`src/rtl/intdiv_pkg.sv`:
```
// Shared types and sizing helpers for the integer divider pre-normalization path.
package intdiv_pkg;

  typedef enum logic [2:0] {IDLE, LZX, LZD, SHIFT, DONE} prenorm_state_t;

  // Iteration count needs one extra bit so that a full WIDTH-bit quotient is representable.
  function automatic int unsigned iter_width(input int unsigned width);
    return $clog2(width) + 1;
  endfunction

endpackage

```
`src/rtl/intdiv_prenorm_if.sv`:
```
// Operand/result handshake bundle between the divider front end and pre-normalization.
interface intdiv_prenorm_if #(parameter int unsigned WIDTH = 64);
  import intdiv_pkg::*;

  localparam int unsigned SW = $clog2(WIDTH);
  localparam int unsigned IW = iter_width(WIDTH);

  logic             InValid;
  logic             InReady;
  logic [WIDTH-1:0] X;
  logic [WIDTH-1:0] D;
  logic             OutValid;
  logic             OutReady;
  logic [WIDTH-1:0] XNorm;
  logic [WIDTH-1:0] DNorm;
  logic [SW-1:0]    XShift;
  logic [SW-1:0]    DShift;
  logic             XZero;
  logic             DivZero;
  logic [IW-1:0]    Iter;

  modport master (
    output InValid, X, D, OutReady,
    input  InReady, OutValid, XNorm, DNorm, XShift, DShift, XZero, DivZero, Iter
  );

  modport slave (
    input  InValid, X, D, OutReady,
    output InReady, OutValid, XNorm, DNorm, XShift, DShift, XZero, DivZero, Iter
  );

endinterface

```
`src/rtl/lzd_hier.sv`:
```
// Hierarchical leading-zero detector; a zero input reports ZP all ones with ZV low.
module lzd_hier #(
  parameter int unsigned WIDTH = 64
) (
  input  logic [WIDTH-1:0]         a,
  output logic [$clog2(WIDTH)-1:0] zp,
  output logic                     zv
);

  generate
    if (WIDTH == 2) begin : g_leaf
      assign zv = |a;
      assign zp = ~a[1];
    end else begin : g_node
      localparam int unsigned H = WIDTH / 2;
      logic [$clog2(H)-1:0] zph;
      logic [$clog2(H)-1:0] zpl;
      logic                 zvh;
      logic                 zvl;

      lzd_hier #(.WIDTH(H)) u_hi (.a(a[WIDTH-1:H]), .zp(zph), .zv(zvh));
      lzd_hier #(.WIDTH(H)) u_lo (.a(a[H-1:0]),     .zp(zpl), .zv(zvl));

      // An all-zero upper half with an all-zero lower half naturally yields all ones.
      assign zv = zvh | zvl;
      assign zp = zvh ? {1'b0, zph} : {1'b1, zpl};
    end
  endgenerate

endmodule

```
`src/rtl/intdiv_prenorm.sv`:
```
// Pre-normalization sequencer: one shared LZD counts X then D, then both are left-justified.
module intdiv_prenorm
  import intdiv_pkg::*;
#(
  parameter int unsigned WIDTH = 64
) (
  input logic             clk,
  input logic             resetn,
  intdiv_prenorm_if.slave bus
);

  localparam int unsigned SW = $clog2(WIDTH);
  localparam int unsigned IW = iter_width(WIDTH);

  prenorm_state_t   state;
  prenorm_state_t   state_nx;
  logic [WIDTH-1:0] xreg;
  logic [WIDTH-1:0] dreg;
  logic [WIDTH-1:0] lzd_in;
  logic [SW-1:0]    zp;
  logic             zv;
  logic             in_ready;
  logic             accept;
  logic [IW-1:0]    iter_nx;

  assign lzd_in = (state == LZD) ? dreg : xreg;

  lzd_hier #(.WIDTH(WIDTH)) u_lzd (.a(lzd_in), .zp(zp), .zv(zv));

  always_comb begin
    state_nx = state;
    in_ready = 1'b0;
    unique case (state)
      IDLE: begin
        in_ready = 1'b1;
        if (bus.InValid) state_nx = LZX;
      end
      LZX:   state_nx = LZD;
      LZD:   state_nx = SHIFT;
      SHIFT: state_nx = DONE;
      DONE: begin
        in_ready = bus.OutReady;
        if (bus.OutReady) state_nx = bus.InValid ? LZX : IDLE;
      end
      default: state_nx = IDLE;
    endcase
  end

  assign accept      = bus.InValid & in_ready;
  assign bus.InReady = in_ready;

  always_comb begin
    iter_nx = '0;
    if (!(bus.XZero | bus.DivZero) && !(bus.XShift > bus.DShift))
      iter_nx = {1'b0, bus.DShift} - {1'b0, bus.XShift} + IW'(1);
  end

  always_ff @(posedge clk) begin
    if (!resetn) begin
      state        <= IDLE;
      xreg         <= '0;
      dreg         <= '0;
      bus.OutValid <= 1'b0;
      bus.XNorm    <= '0;
      bus.DNorm    <= '0;
      bus.XShift   <= '0;
      bus.DShift   <= '0;
      bus.XZero    <= 1'b0;
      bus.DivZero  <= 1'b0;
      bus.Iter     <= '0;
    end else begin
      state        <= state_nx;
      // OutValid tracks the DONE state but is registered so reset clears it with the rest.
      bus.OutValid <= (state_nx == DONE);
      if (accept) begin
        xreg <= bus.X;
        dreg <= bus.D;
      end
      case (state)
        LZX: begin
          bus.XShift <= zp;
          bus.XZero  <= ~zv;
        end
        LZD: begin
          bus.DShift  <= zp;
          bus.DivZero <= ~zv;
        end
        SHIFT: begin
          bus.XNorm <= xreg << bus.XShift;
          bus.DNorm <= dreg << bus.DShift;
          bus.Iter  <= iter_nx;
        end
        default: ;
      endcase
    end
  end

endmodule

```
`src/flat_wrapper.sv`:
```
// flat-port wrapper written by rule: the top's interface ports become plain ports
module intdiv_prenorm_flat import intdiv_pkg::*;
#(
  parameter int unsigned WIDTH = 64
)
  (clk, resetn, bus_InValid, bus_X, bus_D, bus_OutReady, bus_InReady, bus_OutValid, bus_XNorm, bus_DNorm, bus_XShift, bus_DShift, bus_XZero, bus_DivZero, bus_Iter);
  intdiv_prenorm_if #(.WIDTH(WIDTH)) bus_i ();
  input logic clk;
  input logic resetn;
  input wire logic [$bits(bus_i.InValid)-1:0] bus_InValid;
  input wire logic [$bits(bus_i.X)-1:0] bus_X;
  input wire logic [$bits(bus_i.D)-1:0] bus_D;
  input wire logic [$bits(bus_i.OutReady)-1:0] bus_OutReady;
  output wire logic [$bits(bus_i.InReady)-1:0] bus_InReady;
  output wire logic [$bits(bus_i.OutValid)-1:0] bus_OutValid;
  output wire logic [$bits(bus_i.XNorm)-1:0] bus_XNorm;
  output wire logic [$bits(bus_i.DNorm)-1:0] bus_DNorm;
  output wire logic [$bits(bus_i.XShift)-1:0] bus_XShift;
  output wire logic [$bits(bus_i.DShift)-1:0] bus_DShift;
  output wire logic [$bits(bus_i.XZero)-1:0] bus_XZero;
  output wire logic [$bits(bus_i.DivZero)-1:0] bus_DivZero;
  output wire logic [$bits(bus_i.Iter)-1:0] bus_Iter;
  assign bus_i.InValid = bus_InValid;
  assign bus_i.X = bus_X;
  assign bus_i.D = bus_D;
  assign bus_i.OutReady = bus_OutReady;
  assign bus_InReady = bus_i.InReady;
  assign bus_OutValid = bus_i.OutValid;
  assign bus_XNorm = bus_i.XNorm;
  assign bus_DNorm = bus_i.DNorm;
  assign bus_XShift = bus_i.XShift;
  assign bus_DShift = bus_i.DShift;
  assign bus_XZero = bus_i.XZero;
  assign bus_DivZero = bus_i.DivZero;
  assign bus_Iter = bus_i.Iter;
  intdiv_prenorm #(.WIDTH(WIDTH)) u_core (.clk(clk), .resetn(resetn), .bus(bus_i));
endmodule
```
`config.mk`:
```
export PLATFORM = sky130hd
export DESIGN_NAME = intdiv_prenorm_flat
export DESIGN_NICKNAME = d
export VERILOG_FILES = /design/src/rtl/intdiv_pkg.sv /design/src/rtl/intdiv_prenorm_if.sv /design/src/rtl/lzd_hier.sv /design/src/rtl/intdiv_prenorm.sv /design/src/flat_wrapper.sv
export SDC_FILE = /design/constraint.sdc
export NUM_CORES = 1
export LEC_CHECK = 0
export CAP_MARGIN = 20
export CORE_MARGIN = 2
export CORE_UTILIZATION = 28
export DETAILED_ROUTE_END_ITERATION = 10
export HOLD_SLACK_MARGIN = 0.08
export PLACE_DENSITY = 0.43
export SYNTH_ARGS = -nofsm -noshare
export SYNTH_HDL_FRONTEND = slang
export SYNTH_HIERARCHICAL = 1
export SYNTH_SLANG_ARGS = --single-unit
```
`constraint.sdc`:
```
create_clock -name clk -period 6.13 [get_ports clk]
set_input_delay 1.226 -clock clk [delete_from_list [all_inputs] [get_ports clk]]
set_output_delay 1.226 -clock clk [all_outputs]
set_load 0.005 [all_outputs]
```
==> results of run 1 <==
[cell usage in the layout (no fill, tap or decap), types with 14 or more instances in the layout]
cell type and n:
or2_2 16, o221ai_1 31, clkbuf_16 37, nand2_1 684
o21ai_0 87, mux2_2 119, buf_4 32, inv_1 76
clkdlybuf4s50_1 281, o211ai_1 22, a31oi_1 20, and2_1 14
nor2_1 169, a22oi_1 53, mux4_2 121, a211oi_1 18
ha_1 16, mux2_4 22, a21oi_1 224, nor3_1 24
dfxtp_1 272, o22ai_1 15, or2_1 49, mux2i_1 123
nand3_1 34
[state kept, by name (all words and copies together), names as in the netlist, 3 cells and up]
name,cells
u_core/bus.XNorm,64
u_core/bus.Iter,7
u_core/state,3
u_core/xreg,64
u_core/bus.DNorm,64
u_core/bus.DShift,6
u_core/dreg,64
u_core/bus.XShift,6
[through the flow]
stage	setup WS [ns]	instances	instance area, sq um	hold slack, ns
detailed placement	2.098	3735	24690	0.4554
global placement	2.085	3734	24690	0.4479
CTS	2.092	3799	25930	0.4638
finish	2.079	3799	25930	0.4572
floorplan	2.646	2667	21380	0.4466
global route	1.931	3799	25930	0.4859
[layer usage]
layer / global-route usage (%) / share of wire (%) / wire length, um / vias to the layer above
li1: - / - / - / 9794
met1: 36.49 / 46 / 46930 / 10890
met2: 39.12 / 44 / 45090 / 903
met3: 4.597 / 7.8 / 7946 / 108
met4: 5.210 / 2.1 / 2094 / 0
met5: 0 / 0 / 0 / -
[final cells by class]
class	count	area, sq um
flip-flops and latches	281	5654
clock inverters	17	211.5
multi-input cells	2077	14420
repair buffers	316	3083
inverters	83	316.6
fillers	8028	49890
clock buffers	47	1023
well taps	978	1224
[path summary, 6_finish.rpt]
check / end / slack (ns) / startpoint
max: bus_InReady / 2.08 / bus_OutReady
min: u_core/bus.Iter[2] / 0.46 / u_core/bus.Iter[2]
max reg2reg: u_core/bus.XShift[1] / 2.15 / u_core/state[0]
min reg2reg: u_core/bus.Iter[2] / 0.46 / u_core/bus.Iter[2]
[power by group through the flow]
stage | Sequential (mW) | Clock, mW | Combinational [mW]
6_report | 2.18 | 2.26 | 1.93
5_1_grt | 2.20 | 2.38 | 2.07
4_1_cts | 2.18 | 2.32 | 1.90
3_5_place_dp | 2.22 | 0 | 1.89
3_3_place_gp | 2.22 | 0 | 1.89
2_1_floorplan | 2.02 | 0 | 1.36
[worst max-delay path, delay by kind of cell]
family / cells / cell delay [ns]
buffers and inverters: 2 / 1.10
AND/OR/NAND/NOR: 2 / 0.50
[kinds of logic (layout without fill, tap and decap cells)]
logic type | count (synthesis) | after routing | share of synthesized area, %
XOR/XNOR | 5 | 5 | 0.2049
multiplexers | 390 | 390 | 26.93
AO/OA/AOI/OAI | 602 | 602 | 18.13
flip-flops | 281 | 281 | 26.31
AND/OR/NAND/NOR | 1062 | 1062 | 20.93
adder cells (fa/ha/maj) | 18 | 18 | 1.124
buffers and inverters | 309 | 463 | 6.373
==> run_results.csv, run 1 <==
group,metric,value,unit
setup_path,critPathArrivalTime,2.83,ns
synthesis,yosys_register_bits,281,
global_route,grt_start_max_net_pins,84,
setup_path,crit_slowest_cell,"clkdlybuf4s50_1",
outcome,status,"completed",
synthesis,ys.flop_type,"dfxtp_1",
sta,tns,0,ns
synthesis,ys_seq_area_share,26.31,%
clock_tree,htree_levels,2,
pwr,irDropWorstVdd,0.1320,mV
global_route,grt_first_pass_wirelength,147000,um
synthesis,netlist_top_cells_count,"686 x nand2_1, 281 x dfxtp_1, 224 x a21oi_1, 170 x nor2_1, 136 x clkbuf_1",
pwr,p_clk_share,35.4,%
floorplan,die_x,280.3,um
setup_path,required,4.90,ns
setup_path,worstSetupEndpointType,"output pin",
routing,drc,0,
clock_tree,holdBufCountCts,0,
synthesis,synth_edf_count,0,
place,port_buffers,282,
clock_tree,cts_buffers,36,
synthesis,synth_top_area_share,26.31,%
floorplan,pin_count,283,
sta,tightest_slew,1.050,ns
synthesis,synth_area,21380,sq um
synthesis,netlist_instances,2667,
sta,fin_crit_sh,66.09,%
sta,slew_headroom,28.20,%
floorplan,core_area,75820,sq um
worst_hold_path,min_path_type,"reg2reg",
place,place_congestion,0.9503,
floorplan,die-area,78580,sq um
global_route,overflow,0,
sta,skew,0.02219,ns
finish,fin_nets,2945,
routing,drt-vias-per-instance,5.712,
sta,fmaxAchievable,246.8,MHz
sta,hold_viol,0,
clock_tree,cts_max_path_buffers,3,
global_route,antenna_found_initial,1,
place,dp_hpwl,77350,um
routing,postRouteAntennaNets,0,
finish,drive_gt1_share,14.21,%
routing,via_count,21700,
setup_path,cp-start-kind,"input port",
finish,syn_to_final_growth,21.27,%
clock_tree,clk_pin_slew,0.05,ns
pwr,power.leakage,9.148,nW
synthesis,async_reset_ff_share,0,%
synthesis,synth.distinct_cells,81,
sta,slew_viol_final,0,
setup_path,reg2regPathDepth,13,
floorplan,start_util,28.20,%
clock_tree,cts_tree,"built",
pwr,internal-power,4.074,mW
clock_tree,cts-root-buf,"clkbuf_16",
clock_tree,clock-sinks,281,
routing,drt_first_pass_iters,6,
setup_path,cp_common_cell,"clkdlybuf4s50_1",
pwr,p_seq_share,34.2,%
pwr,finalPower,6.382,mW
pwr,cellPowerDensity,246.1,nW/um^2
sta,fin_crit,4.051,ns
pwr,p_comb_share,30.3,%
setup_path,crit_path_max_incr_delay,0.61,ns
sta,rsz0062_at_grt,"no",
finish,post-route-util,34.20,%
global_route,grt_use_total,25.27,%
synthesis,synth_top_cell_by_area,"dfxtp_1",
synthesis,yosysMostFrequentCell,"nand2_1",
synthesis,synthesis.nets,2817,
pwr,p_sw_share,36.17,%
finish,antenna_cells,0,
synthesis,synth_warnings,6,
setup_path,cp_cell_sequence,"clkdlybuf4s50_1 -> nor2b_1 -> nor3_1 -> clkdlybuf4s50_1",
clock_tree,postCtsSetupBuffers,0,
synthesis,avgSynthCellArea,8.017,sq um
worst_hold_path,holdPathStages,2,
setup_path,crit_type,"in2out",
pwr,switchingPower,2.308,mW
synthesis,synthTopCellsByArea,"dfxtp_1 26%, mux4_2 13%, nand2_1 12%",
setup_path,crit_fanout,3,
routing,wl_per_cell,26.87,um
clock_tree,cts.repair.resized,0,
flow_run,max_cap_viol_count,0,
floorplan,die_y,280.3,um
routing,wirelength,102100,um
floorplan,rows,101,
routing,first_iter_violations,2283,
clock_tree,clk_latency,0.57,ns
global_route,grt_pass1_vias,20860,
sta,setup_violations,0,
Power figures use the tool's default switching activity.
==> run 2: changes to the inputs <==
--- a/config.mk
+++ b/config.mk
@@ -10,7 +10,7 @@
 export CORE_UTILIZATION = 28
 export DETAILED_ROUTE_END_ITERATION = 10
 export HOLD_SLACK_MARGIN = 0.08
-export PLACE_DENSITY = 0.43
+export PLACE_DENSITY = 0.45
 export SYNTH_ARGS = -nofsm -noshare
 export SYNTH_HDL_FRONTEND = slang
 export SYNTH_HIERARCHICAL = 1
==> constraint.sdc (replaced) <==
create_clock -name clk -period 3.65 [get_ports clk]
set_input_delay 0.73 -clock clk [delete_from_list [all_inputs] [get_ports clk]]
set_output_delay 0.73 -clock clk [all_outputs]
set_load 0.005 [all_outputs]
==> run_results.csv, run 2 (synthesis results as in run 1) <==
group,metric,value,unit
outcome,status,"completed",
floorplan,die_x,280.3,um
clock_tree,holdBufCountCts,0,
pwr,p_seq_share,32.9,%
pwr,power.leakage,9.671,nW
setup_path,crit_fanout,26,
sta,tns,0,ns
sta,setup_violations,0,
pwr,p_clk_share,34.8,%
clock_tree,cts-root-buf,"clkbuf_16",
pwr,p_comb_share,32.3,%
setup_path,rr_endpoint,"u_core/bus.XShift[0]",
floorplan,rows,101,
clock_tree,clk_latency,0.58,ns
sta,fin_crit,3.418,ns
clock_tree,clk_pin_slew,0.07,ns
setup_path,worstSetupEndpointType,"flip-flop",
setup_path,cp-start-kind,"flip-flop",
setup_path,crit_start,"u_core/state[0]",
worst_hold_path,min_path_type,"reg2reg",
sta,tightest_slew,0.9493,ns
sta,rsz0062_at_grt,"no",
setup_path,critPathArrivalTime,3.85,ns
finish,final_common_cell,"nand2_1",
finish,syn_to_final_growth,25.10,%
flow_run,max_cap_viol_count,0,
place,dp_hpwl,81970,um
sta,skew,0.02584,ns
pwr,p_sw_share,36.63,%
setup_path,required,4.08,ns
floorplan,pin_count,283,
routing,postRouteAntennaNets,0,
finish,multi_input_area,14410,sq um
finish,regArea,5653,sq um
clock_tree,cts_max_path_buffers,3,
sta,slew_headroom,36.05,%
place,port_buffers,282,
global_route,antenna_found_initial,2,
pwr,switchingPower,4.012,mW
floorplan,die_y,280.3,um
setup_path,r2r-start,"u_core/state[0]",
routing,drc,0,
routing,via_count,22120,
global_route,grt_pass1_vias,21310,
finish,antenna_cells,0,
sta,fmaxAchievable,292.6,MHz
setup_path,reg2regPathDepth,13,
routing,wl_per_cell,27.34,um
pwr,irDropWorstVdd,0.2274,mV
sta,slew_viol_final,0,
routing,first_iter_violations,2493,
clock_tree,cts_tree,"built",
routing,drt-vias-per-instance,5.675,
routing,drt_first_pass_iters,7,
floorplan,die-area,78580,sq um
sta,fin_crit_sh,93.65,%
pwr,cellPowerDensity,409.5,nW/um^2
setup_path,regToRegSetupSlack,0.23,ns
floorplan,core_area,75820,sq um
global_route,grt_use_total,26.35,%
setup_path,endpoint,"u_core/bus.XShift[0]",
global_route,grt_start_max_net_pins,155,
floorplan,start_util,28.20,%
clock_tree,htree_levels,2,
clock_tree,cts.repair.resized,0,
sta,hold_viol,0,
finish,drive_gt1_share,16.99,%
finish,num-fill-cells,7893,
clock_tree,clock-sinks,281,
place,place_congestion,0.9519,
routing,wirelength,106600,um
finish,final_cell_mix,"684 x nand2_1, 281 x clkdlybuf4s50_1, 273 x dfxtp_1",
finish,fin_nets,3041,
global_route,grt_first_pass_wirelength,152700,um
global_route,overflow,0,
worst_hold_path,min-delay-start,"u_core/bus.Iter[4]",
pwr,internal-power,6.941,mW
place,pre_cts_slack,0.2604,ns
setup_path,crit_type,"reg2reg",
clock_tree,cts_buffers,38,
clock_tree,postCtsSetupBuffers,0,
sta,setup_slack,0.2320,ns
==> run 2: changes by cell type in the layout (fill, tap and decap cells not counted), moves of 2 or more <==
| cell | delta |
|---|---|
| clkbuf_16 | +2 |
| bufinv_16 | -2 |
| buf_12 | +8 |
| buf_4 | +87 |
| clkinv_4 | +2 |
| clkinv_2 | +3 |
==> run 2: area by class of cell <==
cell class	instances	area share [%]
clock buffers	50	4.028
clock inverters	19	0.6596
repair buffers	410	14.55
multi-input cells	2077	53.87
inverters	83	1.184
well taps	978	4.575
flip-flops and latches	281	21.13
==> run 2: per-stage QoR <==
| stage | std cells | hold slack (ns) | util [%] | cell area, sq um | power [mW] |
|---|---|---|---|---|---|
| 2_1_floorplan | 2667 | 0.4466 | - | 21380 | 5.681 |
| 3_3_place_gp | 3829 | 0.4482 | 33.62 | 25490 | 7.103 |
| 3_5_place_dp | 3829 | 0.4462 | 33.62 | 25490 | 7.116 |
| 4_1_cts | 3898 | 0.4538 | 35.28 | 26750 | 10.99 |
| 5_1_grt | 3898 | 0.4740 | 35.28 | 26750 | 11.38 |
| 6_report | 3898 | 0.4504 | 35.28 | 26750 | 10.95 |
==> run 2: layer usage <==
metal	track usage, %	part of all wire [%]
met5	0	0
met3	4.072	7.4
met1	37.98	46
met2	39.73	43
met4	9.022	3.5
==> run 2: how the worst min path moves through the flow <==
stage          cells after the start  slack, ns              endpoint
2_1_floorplan                      2       0.45       u_core/dreg[63]
3_3_place_gp                       2       0.45    u_core/bus.Iter[6]
3_5_place_dp                       2       0.45    u_core/bus.Iter[4]
4_1_cts                            2       0.45    u_core/bus.Iter[4]
5_1_grt                            2       0.47  u_core/bus.DNorm[15]
6_report                           2       0.45    u_core/bus.Iter[4]
==> run 2: power groups by stage <==
| stage | sequential, mW | combinational, mW | clock (mW) |
|---|---|---|---|
| floorplan | 3.39 | 2.29 | 0 |
| global placement | 3.67 | 3.44 | 0 |
| detailed placement | 3.67 | 3.45 | 0 |
| CTS | 3.60 | 3.46 | 3.93 |
| global route | 3.61 | 3.75 | 4.01 |
| finish | 3.61 | 3.53 | 3.82 |
==> run 2: critical path, stage by stage (launching register included) <==
cell     delay (ns)
dfxtp_1        0.33
nor2_1         0.07
and2_2         0.34
buf_4          0.29
nand2_1        0.09
nand2_1        0.06
or2_1          0.26
or2_1          0.29
or2_2          0.36
or2_2          0.38
mux2_2         0.31
mux2_4         0.28
a21oi_1        0.15
nor2_1         0.05
